<file path="src/rtl/lock_sequencer.sv">
// lock_sequencer: keypad lock controller. Collects 6-digit codes from debounced
// key events, checks them against the user code or the program code, drives the
// blinker handshake, times the unlock window and the failed-attempt lockout, and
// runs the program-code authorised change-code / confirm sequence.
module lock_sequencer #(
  parameter logic [23:0] UC_INIT        = 24'h123456,
  parameter logic [23:0] PC_CODE        = 24'h666666,
  parameter int unsigned MAX_FAILS      = 3,
  parameter logic [31:0] UNLOCK_CYCLES  = 32'd36000000,
  parameter logic [31:0] LOCKOUT_CYCLES = 32'd120000000
) (
  input  logic        hwclk,
  input  logic        rst,
  input  logic [3:0]  button,
  input  logic        bstate,
  input  logic        done_blink,
  output logic        start_blink,
  output logic        blink_type,
  output logic        unlocked,
  output logic        locked_out,
  output logic [1:0]  mode,
  output logic [2:0]  digit_count,
  output logic [23:0] uc_code
);

  typedef enum logic [2:0] {
    S_ENTER_UC,
    S_ENTER_PC,
    S_ENTER_NEW,
    S_CONFIRM,
    S_BLINK,
    S_UNLOCKED,
    S_LOCKOUT
  } state_t;

  localparam logic [3:0] FAIL_LIMIT = 4'(MAX_FAILS);

  state_t      state, state_next;
  state_t      after_blink, after_blink_next;
  state_t      blink_dest;
  logic        bstate_d;
  logic [3:0]  key;
  logic [19:0] code_buf, code_buf_next;
  logic [2:0]  digit_count_next;
  logic [2:0]  fails, fails_next;
  logic [23:0] uc_code_next;
  logic [23:0] new_code, new_code_next;
  logic [31:0] timer, timer_next;
  logic        start_blink_next, blink_type_next;
  logic        blink_now, blink_ok, attempt_failed;

  logic        key_event;
  logic [23:0] full_code;
  logic [3:0]  fails_inc;

  // A key event is the release edge of bstate; the code under test always
  // includes the key being released, so a 6th digit compares before buffering.
  assign key_event = bstate_d & ~bstate;
  assign full_code = {code_buf, key};
  assign fails_inc = {1'b0, fails} + 4'd1;

  // Remember the previous key-held flag and capture the key while it is held
  always_ff @(posedge hwclk or posedge rst) begin
    if (rst) begin
      bstate_d <= 1'b0;
      key      <= 4'd0;
    end else begin
      bstate_d <= bstate;
      if (bstate) key <= button;
    end
  end

  // Next-state and datapath decisions for the single controlling FSM
  always_comb begin
    state_next       = state;
    after_blink_next = after_blink;
    code_buf_next    = code_buf;
    digit_count_next = digit_count;
    fails_next       = fails;
    uc_code_next     = uc_code;
    new_code_next    = new_code;
    timer_next       = timer;
    start_blink_next = 1'b0;
    blink_type_next  = blink_type;
    blink_now        = 1'b0;
    blink_ok         = 1'b0;
    blink_dest       = S_ENTER_UC;
    attempt_failed   = 1'b0;

    unique case (state)
      S_ENTER_UC, S_ENTER_PC, S_ENTER_NEW, S_CONFIRM: begin
        if (key_event) begin
          if (key == 4'd9) begin
            code_buf_next    = '0;
            digit_count_next = '0;
            state_next       = S_ENTER_UC;
          end else if (key == 4'd8) begin
            if (state == S_ENTER_UC && digit_count == 3'd0) state_next = S_ENTER_PC;
          end else if (key >= 4'd1 && key <= 4'd7) begin
            if (digit_count == 3'd5) begin
              code_buf_next    = '0;
              digit_count_next = '0;
              if (state == S_ENTER_UC) begin
                if (full_code == uc_code) begin
                  fails_next = '0;
                  blink_now  = 1'b1;
                  blink_ok   = 1'b1;
                  blink_dest = S_UNLOCKED;
                end else begin
                  attempt_failed = 1'b1;
                end
              end else if (state == S_ENTER_PC) begin
                if (full_code == PC_CODE) begin
                  fails_next = '0;
                  blink_now  = 1'b1;
                  blink_ok   = 1'b1;
                  blink_dest = S_ENTER_NEW;
                end else begin
                  attempt_failed = 1'b1;
                end
              end else if (state == S_ENTER_NEW) begin
                new_code_next = full_code;
                state_next    = S_CONFIRM;
              end else begin
                blink_now  = 1'b1;
                blink_dest = S_ENTER_UC;
                if (full_code == new_code) begin
                  uc_code_next = new_code;
                  blink_ok     = 1'b1;
                end
              end
            end else begin
              code_buf_next    = full_code[19:0];
              digit_count_next = digit_count + 3'd1;
            end
          end
        end
      end
      S_BLINK: begin
        // A done pulse in the same cycle as start belongs to a previous pattern
        if (done_blink && !start_blink) begin
          state_next = after_blink;
          if (after_blink == S_UNLOCKED) timer_next = UNLOCK_CYCLES - 32'd1;
          else if (after_blink == S_LOCKOUT) timer_next = LOCKOUT_CYCLES - 32'd1;
        end
      end
      S_UNLOCKED: begin
        if (timer == 32'd0) state_next = S_ENTER_UC;
        else timer_next = timer - 32'd1;
      end
      S_LOCKOUT: begin
        if (timer == 32'd0) begin
          state_next = S_ENTER_UC;
          fails_next = '0;
        end else begin
          timer_next = timer - 32'd1;
        end
      end
      default: state_next = S_ENTER_UC;
    endcase

    if (attempt_failed) begin
      fails_next = fails_inc[2:0];
      blink_now  = 1'b1;
      blink_ok   = 1'b0;
      blink_dest = (fails_inc == FAIL_LIMIT) ? S_LOCKOUT : S_ENTER_UC;
    end

    if (blink_now) begin
      start_blink_next = 1'b1;
      blink_type_next  = blink_ok;
      after_blink_next = blink_dest;
      state_next       = S_BLINK;
    end
  end

  // State and datapath registers; reset restores the factory user code
  always_ff @(posedge hwclk or posedge rst) begin
    if (rst) begin
      state       <= S_ENTER_UC;
      after_blink <= S_ENTER_UC;
      code_buf    <= '0;
      digit_count <= '0;
      fails       <= '0;
      uc_code     <= UC_INIT;
      new_code    <= '0;
      timer       <= '0;
      start_blink <= 1'b0;
      blink_type  <= 1'b0;
    end else begin
      state       <= state_next;
      after_blink <= after_blink_next;
      code_buf    <= code_buf_next;
      digit_count <= digit_count_next;
      fails       <= fails_next;
      uc_code     <= uc_code_next;
      new_code    <= new_code_next;
      timer       <= timer_next;
      start_blink <= start_blink_next;
      blink_type  <= blink_type_next;
    end
  end

  // Mode tells the keypad UI which code is being typed; idle states read as user entry
  always_comb begin
    mode = 2'b00;
    case (state)
      S_ENTER_PC:  mode = 2'b01;
      S_ENTER_NEW: mode = 2'b10;
      S_CONFIRM:   mode = 2'b11;
      default:     mode = 2'b00;
    endcase
  end

  assign unlocked   = (state == S_UNLOCKED);
  assign locked_out = (state == S_LOCKOUT);

endmodule

</file>
<file path="config.mk">
export PLATFORM = sky130hd
export DESIGN_NAME = lock_sequencer
export DESIGN_NICKNAME = d
export VERILOG_FILES = /design/src/rtl/lock_sequencer.sv
export SDC_FILE = /design/constraint.sdc
export NUM_CORES = 1
export LEC_CHECK = 0
export CORE_MARGIN = 4
export CORE_UTILIZATION = 30
export DETAILED_ROUTE_END_ITERATION = 8
export SLEW_MARGIN = 20
export SYNTH_ARGS = -nofsm -noshare
export SYNTH_HDL_FRONTEND = slang
export SYNTH_SLANG_ARGS = --single-unit
</file>
<file path="constraint.sdc">
create_clock -name hwclk -period 4.45 [get_ports hwclk]
set_input_delay 1.335 -clock hwclk [delete_from_list [all_inputs] [get_ports hwclk]]
set_output_delay 1.335 -clock hwclk [all_outputs]
set_load 0.005 [all_outputs]
</file>
* Word level (Yosys, flattened, before mapping)
Cells that the tools add are included.
Storage, ports and cells: register bits 119, input bits 8, output and inout bits 33, logic and storage cells 163
Operators by class: add/subtract/negate cells 3, magnitude comparators 2, eq/ne operators 37, mux-type cells 84, bitwise operators 7, reduce and logical (&&, ||, !) cells 18
Operators by type and width (count):
- 2-to-1 mux 32 bit | 4
- 2-to-1 mux 3 bit | 37
- 2-to-1 mux 20 bit | 4
- one-hot mux 32 bit (2 select lines) | 1
- == test 24 bit | 2
- 2-to-1 mux 1 bit | 34
- zero test 32 bit | 1
- subtractor 32 x 1 -> 32 bit (second input constant) | 1
- != test 5 bit (second input constant) | 6
- == test 24 x 23 -> 1 bit (second input constant) | 1
- != test 3 bit (second input constant) | 8
- AND reduction 10 bit | 2
- == test 3 bit (second input constant) | 6
- AND reduction 9 bit | 2
- != test 4 bit (second input constant) | 3
- one-hot mux 3 bit (3 select lines) | 1
- == test 4 bit (second input constant) | 2
- AND reduction 4 bit | 2
- == test 3 x 2 -> 1 bit (second input constant) | 2
- zero test 3 bit | 2
- != test 2 bit (second input constant) | 3
- != test 3 x 1 -> 1 bit (second input constant) | 2
- NOT 1 bit | 6
- one-hot mux 2 bit (3 select lines) | 1
- 15 further kinds | 18

* Depth between registers and ports, before layout
depth after elaboration 13, gate-level depth with buffers 11, mapped depth without buffers 8

* Worst setup path before layout
No wires, ideal clock.
kind input to register, start input bstate, end register new_code[10], arrival time 2891 ps, path slack 1434 ps, cell stages on the path 5, path buffers 1, cells stage by stage nor3b_1 nor4b_1 nand2_1 clkbuf_1 mux2_2
Between the ends: cells in the longest elaborated chain, start to end 3
Ends and longest elaborated chain:
- start: declaration | line 15 | input logic bstate,
- NOT 1 bit | line 58 | assign key_event = bstate_d & ~bstate;
- AND 1 bit | line 58
- AND reduction 9 bit (no line)
- end signal: assignment | line 197 | new_code <= new_code_next;
- end: declaration | line 47 | logic [23:0] new_code, new_code_next;
No other way between the ends. A chain may end at the register's enable or synchronous reset.

* Worst setup path after layout
start input bstate, end register fails[2]
Between the ends: cells in the longest elaborated chain, start to end 6, elaborated cells on any way between the ends 16
Ends and longest elaborated chain:
- NOT 1 bit * | line 58
- AND 1 bit * | line 58
- 2-to-1 mux 1 bit | line 92 | if (key_event) begin
- 2-to-1 mux 1 bit | line 90 | unique case (state)
- != test 4 bit (no line) (tied with other cells)
- AND reduction 10 bit (no line)
- end signal: assignment | line 195 | fails <= fails_next;
- end: declaration | line 45 | logic [2:0] fails, fails_next;
Every way passes the cells marked *; elsewhere a longest branch is shown, timed or not.

==> flow_metrics.env <==
export IMPL_ctsHoldBuffers=0
export IMPL_rrSetupSlack_ps=1260
export IMPL_io_buffer_count=40
export IMPL_die_area_mm2=0.0225
export IMPL_synthCells=584
export IMPL_drv_cap=0
export IMPL_end_kind="flip-flop"
export IMPL_grt_pass1_wl_mm=24.2
export IMPL_layout_nets=635
export IMPL_skew_ps=13.6
export IMPL_wl_per_cell_um=16.2
export IMPL_cp_data_arrival_time_ps=3900
export IMPL_reg2reg_depth=9
export IMPL_clockBufferDepth=2
export IMPL_drtIter0Drc=223
export IMPL_vias=4537
export IMPL_period_share_pct=79.7
export IMPL_cp_num_buf_inv=1
export IMPL_clock_sinks=119
export IMPL_drv_slew=0
export IMPL_endpoint="fails[2]"
export IMPL_worstMarginPinSlew_ps=821
export IMPL_synth_warnings=0
export IMPL_yosysSeqAreaShare_pct=49.3
export IMPL_cts_buffers=17
export IMPL_route_met2_wl_mm=7.01
export IMPL_crit_slowest_cell="nor4b_1"
export IMPL_vias_per_cell=5.03
export IMPL_final_setup_tns_ps=0
export IMPL_rsz0062_at_grt="false"
export IMPL_synth_edf_count=0
export IMPL_timing_rr_start="timer[0]"
export IMPL_ys_ff_latch=119
export IMPL_drive_above_1_share_pct=18.2
export IMPL_yosysMostFrequentCell="dfrtp_1"
export IMPL_clock_latency_ps=420
export IMPL_area_growth_syn_to_layout_pct=20.8
export IMPL_synthFlopType="dfrtp_1"
export IMPL_synth_area_leader_cell="dfrtp_1"
export IMPL_fin_crit_ps=3550
export IMPL_syn_area_per_cell_um2=10.4
export IMPL_synth_area_leaders="dfrtp_1, mux2_2, xor2_1"
export IMPL_routed_top_layer="met4"
export IMPL_slew_headroom_pct=44.6
export IMPL_clkTransAtPathRegs_ps=50
export IMPL_critPathMaxFanout=7
export IMPL_r2r_end="timer[30]"
export IMPL_cp_depth=7
export IMPL_io_pin_count=41
export IMPL_yosys_top_cells_count="dfrtp_1, nand2_1, xor2_1, mux2_2, o21ai_0"
export IMPL_postSynth_asyncResetShare_pct=100
export IMPL_power_leakage_uw=0.00326
export IMPL_status="complete, no violations"
export IMPL_startpoint="bstate"
export IMPL_slowest_delay_ps=620
export IMPL_synth_top_area_share_pct=45.4
export IMPL_clock_root_buffer="clkbuf_16"
export IMPL_start_util_pct=30.8
export IMPL_gp_congestion=0.773
export IMPL_routed_wl_mm=14.6
export IMPL_cts_setup_buffers=0
export IMPL_crit_required_ps=4810
export IMPL_yosysUniqueCellTypes=54
export IMPL_die_h_um=150
export IMPL_dp_cells=870
export IMPL_p_per_area_mw_per_mm2=514
export IMPL_wl_met1_mm=6.92
export IMPL_grt_start_max_net_pins=120
export IMPL_gr_usage_all_layers_pct=13.7
export IMPL_die_width_um=150
export IMPL_wl_met3_um=538
export IMPL_rows=51
export IMPL_ir_drop_mv=0.271
export IMPL_hp_class="reg -> reg"
export IMPL_diodes=0
export IMPL_antenna_left=0
export IMPL_crit_top_cell="nor3b_1"
export IMPL_h_tree_depth=4
export IMPL_finalNonFillerCells=902
export IMPL_crit_chain="clkdlybuf4s50_1, nor3b_1, nor4b_1, nor2b_1, o311ai_0, nor3b_1, a21o_1"
export IMPL_grt_overflow=0
export IMPL_start_kind="primary input"
export IMPL_setup_violations=0
export IMPL_max_freq_mhz=282
export IMPL_critPathTopFamily="simple AND/OR/NAND/NOR gates"
export IMPL_place_worst_setup_slack_ps=496
export IMPL_drt_first_pass_iters=5
export IMPL_finalHoldViolations=0
export IMPL_path_class="in -> reg"
export IMPL_antenna_found_initial=0
export IMPL_core_area_mm2=0.0197
export IMPL_cts_tree="built"
export IMPL_hpwl_mm=9.73
export IMPL_grt_pass1_vias=4397
export IMPL_syn_num_nets=595
export IMPL_drc=0
export IMPL_n_fill_cell=1995
export IMPL_cts_resized=0
export IMPL_setup_slack_ps=901
export IMPL_syn_area_mm2=0.00606
==> metal layers <==
layer  vias up  track usage [%]
li1       2192                -
met1      2235             18.9
met2        97             21.5
met3        13             3.43
met4         0             4.12
met5         -                0
==> state kept, by name, indices dropped and copies added (netlist names) <==
register,count
timer,32
uc_code,24
start_blink,1
bstate_d,1
digit_count,3
after_blink,3
state,3
key,4
code_buf,20
fails,3
blink_type,1
new_code,24
==> worst min-delay path by stage <==
stage | from | endpoint | slack [ps] | depth (start not counted)
2_1_floorplan | timer[28] | timer[28] | 440 | 1
3_3_place_gp | timer[28] | timer[28] | 470 | 1
3_5_place_dp | timer[28] | timer[28] | 470 | 1
4_1_cts | timer[28] | timer[28] | 490 | 1
5_1_grt | new_code[3] | new_code[3] | 520 | 1
6_report | timer[28] | timer[28] | 490 | 1
==> kinds of logic (layout without fill, tap and decap cells) <==
| kind of cell | after synthesis | after routing | synth area share (%) |
|---|---|---|---|
| and+or+nand+nor | 203 | 203 | 18.3 |
| xor gates and xnor gates | 60 | 60 | 8.67 |
| AOI/OAI and AO/OA | 111 | 111 | 11.1 |
| DFF | 119 | 119 | 49.3 |
| adders and majority gates | 3 | 3 | 0.619 |
| buffers and inverters | 38 | 91 | 2.72 |
| muxes | 50 | 50 | 9.29 |
==> report_power, final <==
part / leakage, uW / switching, uW / internal (uW)
clock: 0.000273 / 530 / 784
combinational: 0.00146 / 462 / 380
sequential: 0.00153 / 319 / 1290
==> layout by cell type, fill, tap and decap left out, drive strengths merged, types with 11 or more instances in the layout <==
master         count
clkbuf            18
clkdlybuf4s50     40
nor3              15
nor4              20
xor2              51
buf               11
a21oi             22
nor2              35
dfrtp            110
o21ai             47
nand2             60
mux2              50
==> cell type report <==
class / count / area (um^2) / share of cell area, %
tap: 265 / 332 / 4.53
sequential: 119 / 2990 / 40.8
inverter: 8 / 33.8 / 0.461
clock buffer: 18 / 439 / 5.99
timing repair buffer: 51 / 495 / 6.76
multi-input combinational: 427 / 2910 / 39.7
clock inverter: 14 / 125 / 1.71
==> worst reg2reg max path, cell delays in order, from the launching register on <==
cell and delay, ps:
dfrtp_1 390, inv_1 100, ha_1 230, or4b_1 620, nor4_2 500, nand4_1 170
buf_4 240, o21ai_0 560, o21ai_0 180, o21ai_0 110
==> stage by stage <==
stage	util, %	total power (uW)	hold WS [ps]	area [um^2]
3_3_place_gp	34.4	2450	471	6760
3_5_place_dp	34.4	2470	471	6760
5_1_grt	37.3	4000	523	7330
6_report	37.3	3760	489	7330
4_1_cts	37.3	3790	487	7330
2_1_floorplan	-	2150	436	6070
Power figures use the tool's default switching activity.
==> edit (config.mk and constraints unchanged) <==
Make the reset (`rst`) synchronous in 2 clocked blocks.
--- a/src/rtl/lock_sequencer.sv
+++ b/src/rtl/lock_sequencer.sv
@@ -60,7 +60,7 @@
   assign fails_inc = {1'b0, fails} + 4'd1;
 
   // Remember the previous key-held flag and capture the key while it is held
-  always_ff @(posedge hwclk or posedge rst) begin
+  always_ff @(posedge hwclk) begin
     if (rst) begin
       bstate_d <= 1'b0;
       key      <= 4'd0;
@@ -175,7 +175,7 @@
   end
 
   // State and datapath registers; reset restores the factory user code
-  always_ff @(posedge hwclk or posedge rst) begin
+  always_ff @(posedge hwclk) begin
     if (rst) begin
       state       <= S_ENTER_UC;
       after_blink <= S_ENTER_UC;
Check against the original RTL: not settled (the Yosys comparison gave no result); the edit may change what the design does.
==> edit against the unedited design <==
- global-route usage increased by 0.86 points
- die area decreased by 2.6%
- design area decreased by 3.5%
- area after synthesis decreased by 2.8%
- synthesized cell count increased by 16%
- count of clock-buffer cells in the layout unchanged
- worst setup slack improved by 0.15 ns
- routed wire length increased by 5.4%
- sequential cell count unchanged
Power is not compared: it rests on default switching activity, and its combinational part moved more than twofold at a synthesized area within 25%.
==> edit: results <==
[outcome]
status = "complete, no violations"

[worst_setup_path]
worstSetupEndpoint = "mode[0]"
timing.rr.start = "timer[0]"
worst_r2r_endpoint = "state[1]"
worstPathMaxFanout = 12

[synth]
mappedNetlistNets = 688
syn-mean-instance-area_um2 = 8.71
synth_compound_area_share_pct = 15.9
ys_top_cells_by_count = "sky130_fd_sc_hd__dfxtp_1, sky130_fd_sc_hd__nor2_1, sky130_fd_sc_hd__nand2_1"
synth_top_cells_by_area = "sky130_fd_sc_hd__dfxtp_1, sky130_fd_sc_hd__xor2_1, sky130_fd_sc_hd__nor2_1"
ys_seq_area_share_pct = 40.4
multiplexer_share_of_the_synthesized_area_pct = 3.40
netlist-cell-type-count = 71
synthXorXnorAreaFrac_pct = 10.8
postSynth.asyncResetShare_pct = 0

[placed_design]
place.gp.congestion = 0.784
place.detailed.instances = 947
detailedPlacementHpwl_mm = 10.4
dp_slack_ns = 0.798

[cells_and_area]
layout.filler_cells = 2063
post_route_cells_drive_above_1_share_pct = 10.1

[min_path]
hold_path.startpoint = "new_code[3]"

[sta]
clock.fmax_ghz = 0.294
worst_slew_margin_rel_pct = 53.1

[route]
drt-initial-drc-count = 260
routed_via_density = 4.98
routedWlPerCell_um = 15.8

[grt]
vias_in_the_first_global_route = 4744
grt_max_degree = 56
first_pass_grt_wire_length_mm = 25.7
## edit: area by class of cell
class                      instances  area share, %
tap                              265           4.69
multi-input combinational        502           46.2
sequential                       119           33.7
clock inverter                    14           1.96
clock buffer                      18           6.21
timing repair buffer              49           6.59
inverter                          12          0.637
## edit: metal layers
layer  up-vias  GRT usage (%)  share of wire, %
li1       2445              -                 -
met1      2322           19.3                46
met2        89           23.7                48
met3        15           3.47               4.1
met4         0           4.53               1.1
met5         -              0                 0
## edit: cells by family after synthesis
family / after synthesis
fa+ha+maj: 3
compound gates: 135
mux: 20
simple gates: 271
xor+xnor: 73
buf+inv: 56
flops: 119
## edit: stage by stage
stage               hold slack [ns]  cell area [um^2]  power, mW
floorplan                     0.458              5890       1.14
global placement              0.469              6480       1.16
detailed placement            0.476              6480       1.16
CTS                           0.488              7060       2.51
global route                  0.498              7070       2.56
finish                        0.488              7070       2.48
## edit: worst min-delay path by stage
stage,slack (ns),cells after the start,endpoint
2_1_floorplan,0.46,2,timer[26]
3_3_place_gp,0.47,2,new_code[7]
3_5_place_dp,0.48,2,new_code[5]
4_1_cts,0.49,1,new_code[3]
5_1_grt,0.50,1,new_code[3]
6_report,0.49,1,new_code[3]
## edit: worst max-delay path, cell delays in order, from the launching register on
cell and delay, ns:
sky130_fd_sc_hd__dfxtp_1 0.63, sky130_fd_sc_hd__inv_1 0.25, sky130_fd_sc_hd__nor2_1 0.23, sky130_fd_sc_hd__clkdlybuf4s50_1 0.54
